--- src/rtl/shift_right_pipe.sv ---
// shift_right_pipe: two-stage group barrel shifter (right shift) with valid/ready flow control.
// Define SHIFT_RIGHT_PIPE_ROTATE_EN to enable rotate mode; otherwise every beat is a fill shift.
module shift_right_pipe #(
   parameter int GRP_W     = 5,
   parameter int GROUPS    = 10,
   parameter int SHIFT_W   = 3,
   parameter int MAX_SHIFT = 4
) (
   input  logic                      clk,
   input  logic                      rst_n,
   input  logic                      in_valid,
   output logic                      in_ready,
   input  logic [GROUPS*GRP_W-1:0]   in,
   input  logic [SHIFT_W-1:0]        shift,
   input  logic [GRP_W-1:0]          fill,
   input  logic                      mode,
   output logic                      out_valid,
   input  logic                      out_ready,
   output logic [GROUPS*GRP_W-1:0]   out,
   output logic                      out_err
);

   localparam int DATA_W = GROUPS * GRP_W;
   localparam int LO_W   = (SHIFT_W + 1) / 2;

   typedef struct packed {
      logic [DATA_W-1:0]  data;
      logic [SHIFT_W-1:0] shift;
      logic [GRP_W-1:0]   fill;
`ifdef SHIFT_RIGHT_PIPE_ROTATE_EN
      logic               mode;
`endif
      logic               err;
   } s1_t;

   // Shift right by a constant c groups; vacated groups take f (or wrap when rotating).
`ifdef SHIFT_RIGHT_PIPE_ROTATE_EN
   function automatic logic [DATA_W-1:0] grp_shr(
      input logic [DATA_W-1:0] d,
      input int                c,
      input logic [GRP_W-1:0]  f,
      input logic              rot
   );
      logic [DATA_W-1:0] r;
      r = '0;
      for (int g = 0; g < GROUPS; g++) begin
         if (g + c < GROUPS)
            r[g*GRP_W +: GRP_W] = d[(g+c)*GRP_W +: GRP_W];
         else if (rot)
            r[g*GRP_W +: GRP_W] = d[((g+c)%GROUPS)*GRP_W +: GRP_W];
         else
            r[g*GRP_W +: GRP_W] = f;
      end
      return r;
   endfunction
`else
   function automatic logic [DATA_W-1:0] grp_shr(
      input logic [DATA_W-1:0] d,
      input int                c,
      input logic [GRP_W-1:0]  f
   );
      logic [DATA_W-1:0] r;
      r = '0;
      for (int g = 0; g < GROUPS; g++) begin
         if (g + c < GROUPS)
            r[g*GRP_W +: GRP_W] = d[(g+c)*GRP_W +: GRP_W];
         else
            r[g*GRP_W +: GRP_W] = f;
      end
      return r;
   endfunction

   logic unused_mode;
   assign unused_mode = mode;
`endif

   s1_t               s1_q, s1_d;
   logic              s1_valid_q, s1_valid_d;
   logic [DATA_W-1:0] out_q, out_d;
   logic              out_valid_q, out_valid_d;
   logic              out_err_q, out_err_d;

   logic              adv2, adv1;
   logic [DATA_W-1:0] sh1, sh2;

   assign adv2     = !out_valid_q || out_ready;
   assign adv1     = !s1_valid_q || adv2;
   assign in_ready = adv1;

   // Stage 1 applies the low shift bits
   always_comb begin
      sh1 = in;
      for (int b = 0; b < SHIFT_W; b++) begin
         if (b < LO_W && shift[b]) begin
`ifdef SHIFT_RIGHT_PIPE_ROTATE_EN
            sh1 = grp_shr(sh1, 1 << b, fill, mode);
`else
            sh1 = grp_shr(sh1, 1 << b, fill);
`endif
         end
      end
   end

   always_comb begin
      s1_d       = s1_q;
      s1_valid_d = s1_valid_q;
      if (adv1) begin
         s1_valid_d = in_valid;
         if (in_valid) begin
            s1_d.data  = sh1;
            s1_d.shift = shift;
            s1_d.fill  = fill;
`ifdef SHIFT_RIGHT_PIPE_ROTATE_EN
            s1_d.mode  = mode;
`endif
            s1_d.err   = (shift > SHIFT_W'(MAX_SHIFT));
         end
      end
   end

   // Stage 2 applies the remaining high shift bits
   always_comb begin
      sh2 = s1_q.data;
      for (int b = 0; b < SHIFT_W; b++) begin
         if (b >= LO_W && s1_q.shift[b]) begin
`ifdef SHIFT_RIGHT_PIPE_ROTATE_EN
            sh2 = grp_shr(sh2, 1 << b, s1_q.fill, s1_q.mode);
`else
            sh2 = grp_shr(sh2, 1 << b, s1_q.fill);
`endif
         end
      end
   end

   always_comb begin
      out_d       = out_q;
      out_err_d   = out_err_q;
      out_valid_d = out_valid_q;
      if (adv2) begin
         out_valid_d = s1_valid_q;
         if (s1_valid_q) begin
            out_d     = s1_q.err ? {GROUPS{s1_q.fill}} : sh2;
            out_err_d = s1_q.err;
         end
      end
   end

   always_ff @(posedge clk or negedge rst_n) begin
      if (!rst_n) begin
         s1_q        <= '0;
         s1_valid_q  <= 1'b0;
         out_q       <= '0;
         out_err_q   <= 1'b0;
         out_valid_q <= 1'b0;
      end else begin
         s1_q        <= s1_d;
         s1_valid_q  <= s1_valid_d;
         out_q       <= out_d;
         out_err_q   <= out_err_d;
         out_valid_q <= out_valid_d;
      end
   end

   assign out       = out_q;
   assign out_err   = out_err_q;
   assign out_valid = out_valid_q;

endmodule

--- config.mk ---
export PLATFORM = sky130hd
export DESIGN_NAME = shift_right_pipe
export DESIGN_NICKNAME = d
export VERILOG_FILES = /design/src/rtl/shift_right_pipe.sv
export SDC_FILE = /design/constraint.sdc
export NUM_CORES = 1
export LEC_CHECK = 0
export BUFFER_PORTS_ARGS = -buffer_cell sky130_fd_sc_hd__buf_2
export CAP_MARGIN = 20
export CORE_ASPECT_RATIO = 2
export CORE_MARGIN = 1.5
export CORE_UTILIZATION = 25
export CTS_BUF_LIST = sky130_fd_sc_hd__clkbuf_2
export CTS_CLUSTER_SIZE = 20
export DETAILED_ROUTE_END_ITERATION = 10
export PLACE_DENSITY = 0.39
export SYNTH_ARGS = -nofsm -noshare
export SYNTH_HDL_FRONTEND = slang
export SYNTH_SLANG_ARGS = --single-unit
--- constraint.sdc ---
create_clock -name clk -period 1.9 [get_ports clk]
set_input_delay 0 -clock clk [delete_from_list [all_inputs] [get_ports clk]]
set_output_delay 0 -clock clk [all_outputs]
set_load 0.02 [all_outputs]
==> impl_metrics.env, run 1 <==
export IMPL_outcome="completed"
export IMPL_worst_path_buf_inv=1
export IMPL_grt_max_degree=50
export IMPL_final_hold_viol_count=0
export IMPL_coreArea_um2=24930
export IMPL_worstSetupEndpoint="s1_q[35]$_DFFE_PN0P_"
export IMPL_hold_slack_ns=0.1192
export IMPL_grt_ovfl_total=0
export IMPL_r2r_end="s1_q[35]$_DFFE_PN0P_"
export IMPL_cts_made_buffers=9
export IMPL_cap_violations=0
export IMPL_initialDrtViolationCount=155
export IMPL_required_ns=2.50
export IMPL_h_tree_depth=3
export IMPL_reg2reg_depth=4
export IMPL_dr_total_vias=4824
export IMPL_ff2ff_setup_slack_ns=0.05
export IMPL_clock_sinks=110
export IMPL_grt_first_pass_wirelength_mm=31.28
export IMPL_cp_depth=4
export IMPL_ios=116
export IMPL_layout_drive_gt1_share_pct=42.71
export IMPL_ant_nets=0
export IMPL_num_rows=82
export IMPL_fin_area_um2=8297
export IMPL_yosysWarningCount=0
export IMPL_fin_crit_ns=1.853
export IMPL_nNetsFinal=737
export IMPL_ir_drop_uv=293.0
export IMPL_multi_input_area_um2=3089
export IMPL_crit_slowest_cell="dlygate4sd3_1"
export IMPL_grt_use_total_pct=16.36
export IMPL_gp_congestion=0.7522
export IMPL_antenna_found_initial=1
export IMPL_worst_hold_path_type="in -> reg"
export IMPL_setup_tns_ns=0
export IMPL_cts_tree="built"
export IMPL_crit_family="buffers and inverters"
export IMPL_pre_cts_slack_ns=0.3135
export IMPL_dieArea_um2=26190
export IMPL_post_dp_cell_area_um2=7181
export IMPL_cp_end_kind="register"
export IMPL_crit_path_cell_trace="nand3b_4 > and2_4 > mux2_4 > dlygate4sd3_1"
export IMPL_critPathLaunchType="register"
export IMPL_maxSlewHeadroom_pct=71.29
export IMPL_power_per_cell_area_nw_per_um2=877.9
export IMPL_fillCellCount=2536
export IMPL_first_pass_iters=4
export IMPL_die_y_um=227.4
export IMPL_finalCritPeriodShare_pct=97.55
export IMPL_syn2layout_area_growth_pct=31.86
export IMPL_max_freq_ghz=0.5395
export IMPL_clockBufferDepth=2
export IMPL_max_stage_delay_ns=0.55
export IMPL_cts_setup_buffers=0
export IMPL_layout_common_cells="112 x buf_2, 110 x dfrtp_1, 97 x dlygate4sd3_1"
export IMPL_drc_errors=0
export IMPL_via_per_inst=4.748
export IMPL_rr_startpoint="s1_valid_q$_DFFE_PN0P_"
export IMPL_port_buffers=114
export IMPL_start_util_pct=25.24
export IMPL_clockRootBuffer="clkbuf_2"
export IMPL_ys_ff_latch=110
export IMPL_synth_cells=473
export IMPL_cp_startpoint="s1_valid_q$_DFFE_PN0P_"
export IMPL_dp_hpwl_mm=15.97
export IMPL_grt_pass1_vias=4938
export IMPL_routed_wl_mm=20.74
export IMPL_skew_ns=0.02632
export IMPL_crit_type="reg -> reg"
export IMPL_synth_cell_types=27
export IMPL_die_w_um=115.2
export IMPL_cp_max_fo=13
export IMPL_arrival_ns=2.46
export IMPL_syn_avg_cell_area_um2=13.30
export IMPL_seq_area_frac_synth_pct=43.75
export IMPL_tightest_slew_ns=0.4302
export IMPL_clock_latency_ns=0.68
export IMPL_rsz0062_at_grt="false"
export IMPL_finalSetupViolCount=0
export IMPL_setup_slack_ns=0.04650
export IMPL_slew_viol_final=0
export IMPL_p_leak_uw=0.003552
export IMPL_regArea_um2=2753
export IMPL_syn_area_um2=6292
export IMPL_path_clk_slew_ns=0.30
export IMPL_wire_per_inst_um=20.42
export IMPL_layout_commonest_cell="buf_2"
export IMPL_syn_num_nets=536
flip-flops by register name, summed over array words and instances (netlist names):
| register | cells |
|---|---|
| out_err | 1 |
| s1_valid_q | 1 |
| s1_q | 57 |
| out_valid | 1 |
| out | 50 |
synthesized netlist by cell type:
library cell / count / area share, %
a21oi_1: 70 / 5.6
and2_0: 1 / 0.099
and2_4: 1 / 0.14
buf_12: 5 / 1.6
buf_2: 10 / 0.80
buf_4: 1 / 0.12
buf_6: 6 / 1.1
buf_8: 1 / 0.24
clkbuf_1: 20 / 1.2
clkbuf_8: 2 / 0.44
dfrtp_1: 110 / 44
inv_1: 30 / 1.8
mux2_2: 46 / 8.2
mux2_4: 47 / 11
mux2i_1: 5 / 0.80
mux4_1: 1 / 0.42
mux4_2: 39 / 14
nand2_1: 1 / 0.060
nand2b_1: 8 / 0.80
nand3b_4: 1 / 0.32
nor2_1: 1 / 0.060
nor2_2: 1 / 0.099
nor2b_1: 1 / 0.099
o2111ai_1: 30 / 4.2
o21a_1: 5 / 0.60
o21ai_0: 29 / 2.3
o21ai_1: 1 / 0.079
what timing repair did:
item | CTS | global route
hold endpoints to repair | 184 | 0
endpoints found under the setup margin | 0 | 18
gates resized for setup | 0 | 2
hold buffers | 98 | 0
how the worst min path moves through the flow:
stage                        from                      to  slack (ns)  cells past startpoint
after global placement      rst_n  s1_valid_q$_DFFE_PN0P_        0.03                      1
after detailed placement    rst_n    s1_q[50]$_DFFE_PN0P_        0.04                      1
after CTS                 fill[4]     s1_q[5]$_DFFE_PN0P_        0.04                      3
after floorplan             rst_n      out[0]$_DFFE_PN0P_       -0.30                      0
final                     fill[4]     s1_q[5]$_DFFE_PN0P_        0.12                      3
after global routing      fill[4]     s1_q[5]$_DFFE_PN0P_        0.04                      3
where the power goes:
part,leakage [µW],total (µW),internal [µW],switching (µW)
Sequential,0.00128,3390,2870,521
Clock,0.0000703,1140,310,832
Combinational,0.00220,2750,1350,1400
layout make-up:
class	count	share of cell area, %
Multi-Input combinational cell	288	37.23
Sequential cell	110	33.18
Antenna cell	1	0.03016
Inverter	30	1.357
Timing Repair Buffer	235	21.72
Clock inverter	7	0.8747
Clock buffer	9	0.5429
Tap cell	336	5.067
worst min-delay path: stages:
cell and delay (ns):
dlygate4sd3_1 0.51, buf_2 0.14, mux2_4 0.14
routing by layer:
metal	GRT usage, %	vias up	part of all wire (%)
li1	-	2199	-
met1	18.46	2447	38
met2	30.15	152	55
met3	2.396	26	3.5
met4	7.049	0	3.7
met5	0	-	0
metrics by stage:
stage | cells | utilization (%) | total power (µW)
after floorplan | 473 | - | 4948
after global placement | 900 | 28.77 | 5956
after detailed placement | 901 | 28.80 | 5986
after CTS | 1015 | 33.25 | 7389
after global routing | 1016 | 33.28 | 7742
final | 1016 | 33.28 | 7283
logic make-up (layout without fill, tap and decap cells):
group / count (synthesis) / after routing / synth area share, %
DFF: 110 / 110 / 43.75
buffers and inverters: 75 / 281 / 7.238
AOI/OAI and AO/OA: 135 / 135 / 12.73
and+or+nand+nor: 15 / 15 / 1.670
other: 0 / 1 / 0
muxes: 138 / 138 / 34.62
Note: power is estimated with default switching activity, not from simulation.
==> run 2, diff against run 1 <==
--- a/config.mk
+++ b/config.mk
@@ -7,13 +7,15 @@
 export LEC_CHECK = 0
 export BUFFER_PORTS_ARGS = -buffer_cell sky130_fd_sc_hd__buf_2
 export CAP_MARGIN = 20
+export CELL_PAD_IN_SITES_DETAIL_PLACEMENT = 1
+export CELL_PAD_IN_SITES_GLOBAL_PLACEMENT = 1
 export CORE_ASPECT_RATIO = 2
 export CORE_MARGIN = 1.5
 export CORE_UTILIZATION = 25
 export CTS_BUF_LIST = sky130_fd_sc_hd__clkbuf_2
 export CTS_CLUSTER_SIZE = 20
 export DETAILED_ROUTE_END_ITERATION = 10
-export PLACE_DENSITY = 0.39
+export PLACE_DENSITY = 0.46
 export SYNTH_ARGS = -nofsm -noshare
 export SYNTH_HDL_FRONTEND = slang
 export SYNTH_SLANG_ARGS = --single-unit
==> run 2 against run 1 <==
Against the previous run: sequential share of layout area down 0.26 points; cell area up 0.80%; critical path type is now in -> reg; die area unchanged; first-iteration DRC count down 17%; count of clock-buffer cells in the layout unchanged; power about the same; cell count up 0.49%.
==> impl_metrics.env, run 2 (same netlist as run 1, synthesis figures left out) <==
export IMPL_grt_ovfl_total=0
export IMPL_pre_cts_slack_ns=0.2773
export IMPL_p_int_uw=4543
export IMPL_maxSlewHeadroom_pct=59.26
export IMPL_finalSetupViolCount=0
export IMPL_power_per_cell_area_nw_per_um2=871.6
export IMPL_grt_use_total_pct=16.99
export IMPL_fin_crit_ns=1.832
export IMPL_setup_tns_ns=0
export IMPL_dp_hpwl_mm=16.50
export IMPL_dr_total_vias=4766
export IMPL_post_dp_cell_area_um2=7184
export IMPL_clockBufferDepth=2
export IMPL_fin_area_um2=8363
export IMPL_critPathLaunchType="primary input"
export IMPL_cp_end_kind="register"
export IMPL_coreArea_um2=24930
export IMPL_crit_slowest_cell="dlygate4sd3_1"
export IMPL_syn2layout_area_growth_pct=32.91
export IMPL_p_leak_uw=0.003586
export IMPL_die_y_um=227.4
export IMPL_drc_errors=0
export IMPL_fillCellCount=2742
export IMPL_path_clk_slew_ns=0.28
export IMPL_final_core_util_pct=33.54
export IMPL_via_per_inst=4.668
export IMPL_arrival_ns=2.42
export IMPL_clockRootBuffer="clkbuf_2"
export IMPL_start_util_pct=25.24
export IMPL_layout_commonest_cell="buf_2"
export IMPL_antenna_found_initial=1
export IMPL_grt_first_pass_wirelength_mm=32.44
export IMPL_p_clk_share_pct=15.1
export IMPL_slew_viol_final=0
export IMPL_largest_reg_flops=57
export IMPL_nNetsFinal=742
export IMPL_crit_path_cell_trace="dlygate4sd3_1 > clkbuf_4 > buf_12 > mux4_2 > dlygate4sd3_1 > mux2_4"
export IMPL_rsz0062_at_grt="false"
export IMPL_cp_max_fo=17
export IMPL_regMostFlops="s1_q"
export IMPL_first_pass_iters=4
export IMPL_num_rows=82
export IMPL_outcome="completed"
export IMPL_swShare_pct=37.67
export IMPL_initialDrtViolationCount=129
export IMPL_gp_congestion=0.7458
export IMPL_routed_wl_mm=21.41
export IMPL_power_uw=7289
export IMPL_power_switching_uw=2746
export IMPL_layout_common_cells="112 x buf_2, 110 x dfrtp_1, 102 x dlygate4sd3_1"
export IMPL_crit_top_cell="dlygate4sd3_1"
export IMPL_wire_per_inst_um=20.97
export IMPL_grt_pass1_vias=5217
export IMPL_ios=116
export IMPL_ir_drop_uv=255.5
export IMPL_port_buffers=114
export IMPL_cts_made_buffers=9
export IMPL_power_frac_seq_pct=46.3
export IMPL_dieArea_um2=26190
export IMPL_h_tree_depth=3
export IMPL_required_ns=2.49
export IMPL_crit_type="in -> reg"
export IMPL_die_w_um=115.2
export IMPL_clock_sinks=110
export IMPL_max_freq_ghz=0.5459
export IMPL_max_stage_delay_ns=0.58
export IMPL_skew_ns=0.04836
export IMPL_comb_power_share_pct=38.6
export IMPL_ant_nets=0
export IMPL_clock_latency_ns=0.68
export IMPL_tightest_slew_ns=0.6112
export IMPL_layout_drive_gt1_share_pct=42.25
export IMPL_final_hold_viol_count=0
export IMPL_grt_max_degree=58
export IMPL_setup_slack_ns=0.06822
export IMPL_worst_hold_path_type="in -> reg"
export IMPL_cts_tree="built"
export IMPL_cap_violations=0
export IMPL_finalCritPeriodShare_pct=96.41
[run 2: cell count changes in the layout (fill, tap and decap cells not counted), moves of 2 or more]
cell           previous run  this run
buf_4                    19        16
dlygate4sd3_1            97       102
clkinv_2                  1         4
buf_12                    6         8
[run 2: area by class of cell]
type	count	area (µm²)	share of cell area (%)
clock buffer	9	45.04	0.5386
clock inverter	7	62.56	0.7481
inverter	30	112.6	1.346
multi-input combinational	288	3087	36.91
timing repair buffer	240	1881	22.49
antenna	1	2.502	0.02992
sequential	110	2753	32.91
tap	336	420.4	5.027
[run 2: routing by layer]
metal	vias up	GRT usage (%)	wire [µm]
met5	-	0	0
met2	110	31.74	11880
met1	2425	18.68	8126
li1	2205	-	-
met3	26	2.396	639
met4	0	7.726	767
[run 2: metrics by stage]
stage / hold slack [ns] / std cells
after CTS: 0.004300 / 1017
final: 0.08235 / 1021
after global placement: -0.01678 / 897
after detailed placement: -0.005977 / 898
after floorplan: -0.2956 / 473
after global routing: 0.05555 / 1021
[run 2: final timing paths]
check	startpoint	endpoint	slack (ns)	cells past startpoint
worst max register to register	out_valid$_DFFE_PN0P_	s1_q[2]$_DFFE_PN0P_	0.12	4
worst min register to register	s1_q[20]$_DFFE_PN0P_	s1_q[20]$_DFFE_PN0P_	0.55	1
worst max-delay path	shift[0]	s1_q[35]$_DFFE_PN0P_	0.07	6
worst min-delay path	shift[1]	s1_q[45]$_DFFE_PN0P_	0.08	3
max in group asynchronous	rst_n	s1_q[9]$_DFFE_PN0P_	1.20	4
min in group asynchronous	rst_n	out[45]$_DFFE_PN0P_	0.37	4
[run 2: critical path, delay by kind of cell]
kind                   cells  cell delay [ns]
buffers and inverters      4             1.65
multiplexers               2             0.77
[run 2: power groups by stage]
| stage | logic [µW] | registers [µW] | clock network (µW) |
|---|---|---|---|
| 2_1_floorplan | 1380 | 3570 | 0 |
| 3_3_place_gp | 2540 | 3430 | 0 |
| 3_5_place_dp | 2580 | 3450 | 0 |
| 4_1_cts | 2840 | 3400 | 1160 |
| 5_1_grt | 3050 | 3440 | 1240 |
| 6_report | 2810 | 3380 | 1100 |
[run 2: what timing repair did]
action / 4_1_cts / 5_1_grt
gates resized for setup: 0 / 2
hold buffers: 103 / 0
endpoints found under the hold margin: 170 / 0
endpoints found under the setup margin: 0 / 25
setup buffers: 0 / 3
==> run 3, diff against run 2 <==
--- a/config.mk
+++ b/config.mk
@@ -5,6 +5,7 @@
 export SDC_FILE = /design/constraint.sdc
 export NUM_CORES = 1
 export LEC_CHECK = 0
+export ABC_AREA = 1
 export BUFFER_PORTS_ARGS = -buffer_cell sky130_fd_sc_hd__buf_2
 export CAP_MARGIN = 20
 export CELL_PAD_IN_SITES_DETAIL_PLACEMENT = 1
@@ -15,7 +16,7 @@
 export CTS_BUF_LIST = sky130_fd_sc_hd__clkbuf_2
 export CTS_CLUSTER_SIZE = 20
 export DETAILED_ROUTE_END_ITERATION = 10
-export PLACE_DENSITY = 0.46
+export PLACE_DENSITY = 0.52
 export SYNTH_ARGS = -nofsm -noshare
 export SYNTH_HDL_FRONTEND = slang
 export SYNTH_SLANG_ARGS = --single-unit
==> run 3 against run 2 <==
Against the previous run: clock skew rose by 0.0099 ns; highest routed layer unchanged; worst setup slack worse by 0.045 ns; critical path type unchanged; synthesized area down 3.2%; via count increased by 34%; cell area decreased by 1.4%; largest cell class is now registers; global-route usage is 2.9 points higher; die area down 3.1%; cell count rose by 36%.
==> impl_metrics.env, run 3 <==
export IMPL_ir_drop_uv=240.8
export IMPL_first_pass_iters=4
export IMPL_ys_ff_latch=110
export IMPL_required_ns=2.50
export IMPL_finalSetupViolCount=0
export IMPL_hold_path_end="s1_q[53]$_DFFE_PN0P_"
export IMPL_pre_cts_slack_ns=0.2866
export IMPL_wire_per_inst_um=17.43
export IMPL_hold_depth=7
export IMPL_syn_area_um2=6093
export IMPL_cp_max_fo=30
export IMPL_ios=116
export IMPL_gp_congestion=0.8057
export IMPL_nNetsFinal=1163
export IMPL_h_tree_depth=3
export IMPL_cts_tree="built"
export IMPL_finalCritPeriodShare_pct=98.79
export IMPL_crit_type="in -> reg"
export IMPL_clockRootBuffer="clkbuf_2"
export IMPL_cts_made_buffers=9
export IMPL_start_util_pct=25.47
export IMPL_cap_violations=0
export IMPL_layout_commonest_cell="nand2_1"
export IMPL_routed_wl_mm=24.26
export IMPL_regMostFlops="s1_q"
export IMPL_largest_reg_flops=57
export IMPL_synth_cells=891
export IMPL_async_flop_share_pct=100.0
export IMPL_die_w_um=113.4
export IMPL_via_per_inst=4.585
export IMPL_p_leak_uw=0.004367
export IMPL_regArea_um2=2753
export IMPL_layout_common_cells="386 x nand2_1, 180 x nand3_1, 113 x dlygate4sd3_1, 113 x buf_2, 110 x dfrtp_1"
export IMPL_setup_slack_ns=0.02304
export IMPL_coreArea_um2=23920
export IMPL_post_synth_top_area_cell="dfrtp_1"
export IMPL_grt_ovfl_total=0
export IMPL_synth_area_leaders="dfrtp_1 45%, nand2_1 24%, nand3_1 15%"
export IMPL_antenna_found_initial=1
export IMPL_multi_input_area_um2=2724
export IMPL_power_uw=7409
export IMPL_clockBufferDepth=2
export IMPL_skew_ns=0.05830
export IMPL_setup_tns_ns=0
export IMPL_ff2ff_setup_slack_ns=0.28
export IMPL_dr_total_vias=6383
export IMPL_hold_slack_ns=0.07056
export IMPL_yosysWarningCount=0
export IMPL_maxSlewHeadroom_pct=61.62
export IMPL_critPathLaunchType="primary input"
export IMPL_rr_startpoint="out_valid$_DFFE_PN0P_"
export IMPL_cp_end_kind="register"
export IMPL_reg2reg_depth=5
export IMPL_cts_setup_buffers=0
export IMPL_outcome="completed"
export IMPL_seq_area_frac_synth_pct=45.17
export IMPL_initialDrtViolationCount=284
export IMPL_rsz0062_at_grt="false"
export IMPL_syn_num_nets=954
export IMPL_clock_sinks=110
export IMPL_num_rows=80
export IMPL_synthFlopType="dfrtp_1"
export IMPL_worst_hold_path_type="in -> reg"
export IMPL_die_y_um=223.8
export IMPL_ant_nets=0
export IMPL_drc_errors=0
export IMPL_synth_top_area_share_pct=45.17
export IMPL_fillCellCount=3032
export IMPL_final_core_util_pct=34.46
export IMPL_dp_hpwl_mm=17.20
export IMPL_grt_max_degree=61
export IMPL_ys_top_cells_by_count="386 x nand2_1, 180 x nand3_1, 110 x dfrtp_1, 80 x inv_1, 36 x nor2_1"
export IMPL_grt_use_total_pct=19.89
export IMPL_min_delay_start="shift[1]"
export IMPL_port_buffers=114
export IMPL_tightest_slew_ns=0.5757
export IMPL_r2r_end="s1_q[40]$_DFFE_PN0P_"
export IMPL_synth_edf_count=0
export IMPL_grt_first_pass_wirelength_mm=37.98
export IMPL_grt_pass1_vias=6781
export IMPL_clock_latency_ns=0.71
export IMPL_final_hold_viol_count=0
export IMPL_path_clk_slew_ns=0.26
export IMPL_layout_drive_gt1_share_pct=14.31
export IMPL_syn_avg_cell_area_um2=6.839
export IMPL_max_freq_ghz=0.5328
export IMPL_dieArea_um2=25380
export IMPL_synth_cell_types=18
export IMPL_fin_crit_ns=1.877
export IMPL_slew_viol_final=0
export IMPL_syn2layout_area_growth_pct=35.28
export IMPL_arrival_ns=2.48
export IMPL_yosysMostFrequentCell="nand2_1"
export IMPL_power_per_cell_area_nw_per_um2=898.8
run 3: cell count changes after synthesis, sizes merged, moves of 30 or more:
cell,change
nand2,+387
nand3,+181
mux2,-93
inv,+53
mux4,-40
a21oi,-39
nor2,+34
o2111ai,-30
run 3: worst max-delay path: stages:
cell and delay (ns):
dlygate4sd3_1 0.53, buf_2 0.16, inv_2 0.13, buf_12 0.21, nand2_1 0.07, nand3_1 0.07
dlygate4sd3_1 0.57, nand2_1 0.05, dlygate4sd3_1 0.55, nand2_1 0.08, nand2_1 0.05
run 3: logic make-up after synthesis:
kind of cell / synth area share, %
buffers and inverters: 10.12
DFF: 45.17
and+or+nand+nor: 41.23
AOI/OAI and AO/OA: 3.470
run 3: routing by layer:
| metal | routed length, µm | global-route usage (%) |
|---|---|---|
| met5 | 0 | 0 |
| met4 | 778 | 7.984 |
| met3 | 507 | 2.165 |
| met2 | 13500 | 37.93 |
| met1 | 9473 | 22.05 |
run 3: timing repair:
item | in CTS | in global routing
hold endpoints to repair | 220 | 0
resized for setup | 0 | 0
endpoints found under the setup margin | 0 | 3
hold buffers | 115 | 0
run 3: worst max path at each step:
stage	startpoint	endpoint	cells past startpoint
final	shift[0]	s1_q[52]$_DFFE_PN0P_	11
after global routing	shift[0]	s1_q[52]$_DFFE_PN0P_	11
after CTS	shift[0]	s1_q[56]$_DFFE_PN0P_	11
after detailed placement	out_valid$_DFFE_PN0P_	s1_q[8]$_DFFE_PN0P_	4
after global placement	out_valid$_DFFE_PN0P_	s1_q[12]$_DFFE_PN0P_	5
after floorplan	out_valid$_DFFE_PN0P_	s1_q[10]$_DFFE_PN0P_	6
run 3: layout make-up:
cell class,instances,area share (%)
Clock buffer,10,0.6072
Timing Repair Buffer,251,24.13
Inverter,83,3.810
Sequential cell,110,33.39
Clock inverter,5,0.6223
Tap cell,287,4.356
Antenna cell,1,0.03036
Multi-Input combinational cell,645,33.04
run 3: stage by stage:
step                      instances  cell area [µm²]
after floorplan                 891             6093
after global placement         1260             6943
after detailed placement       1260             6943
after CTS                      1390             8215
after global routing           1392             8243
final                          1392             8243
run 3: where the power goes:
group          switching (µW)  leakage, µW  internal [µW]  total [µW]
sequential                363      0.00132           2920        3290
clock                     810    0.0000668            294        1100
combinational            1940      0.00298           1080        3020
total                    3110      0.00437           4300        7410
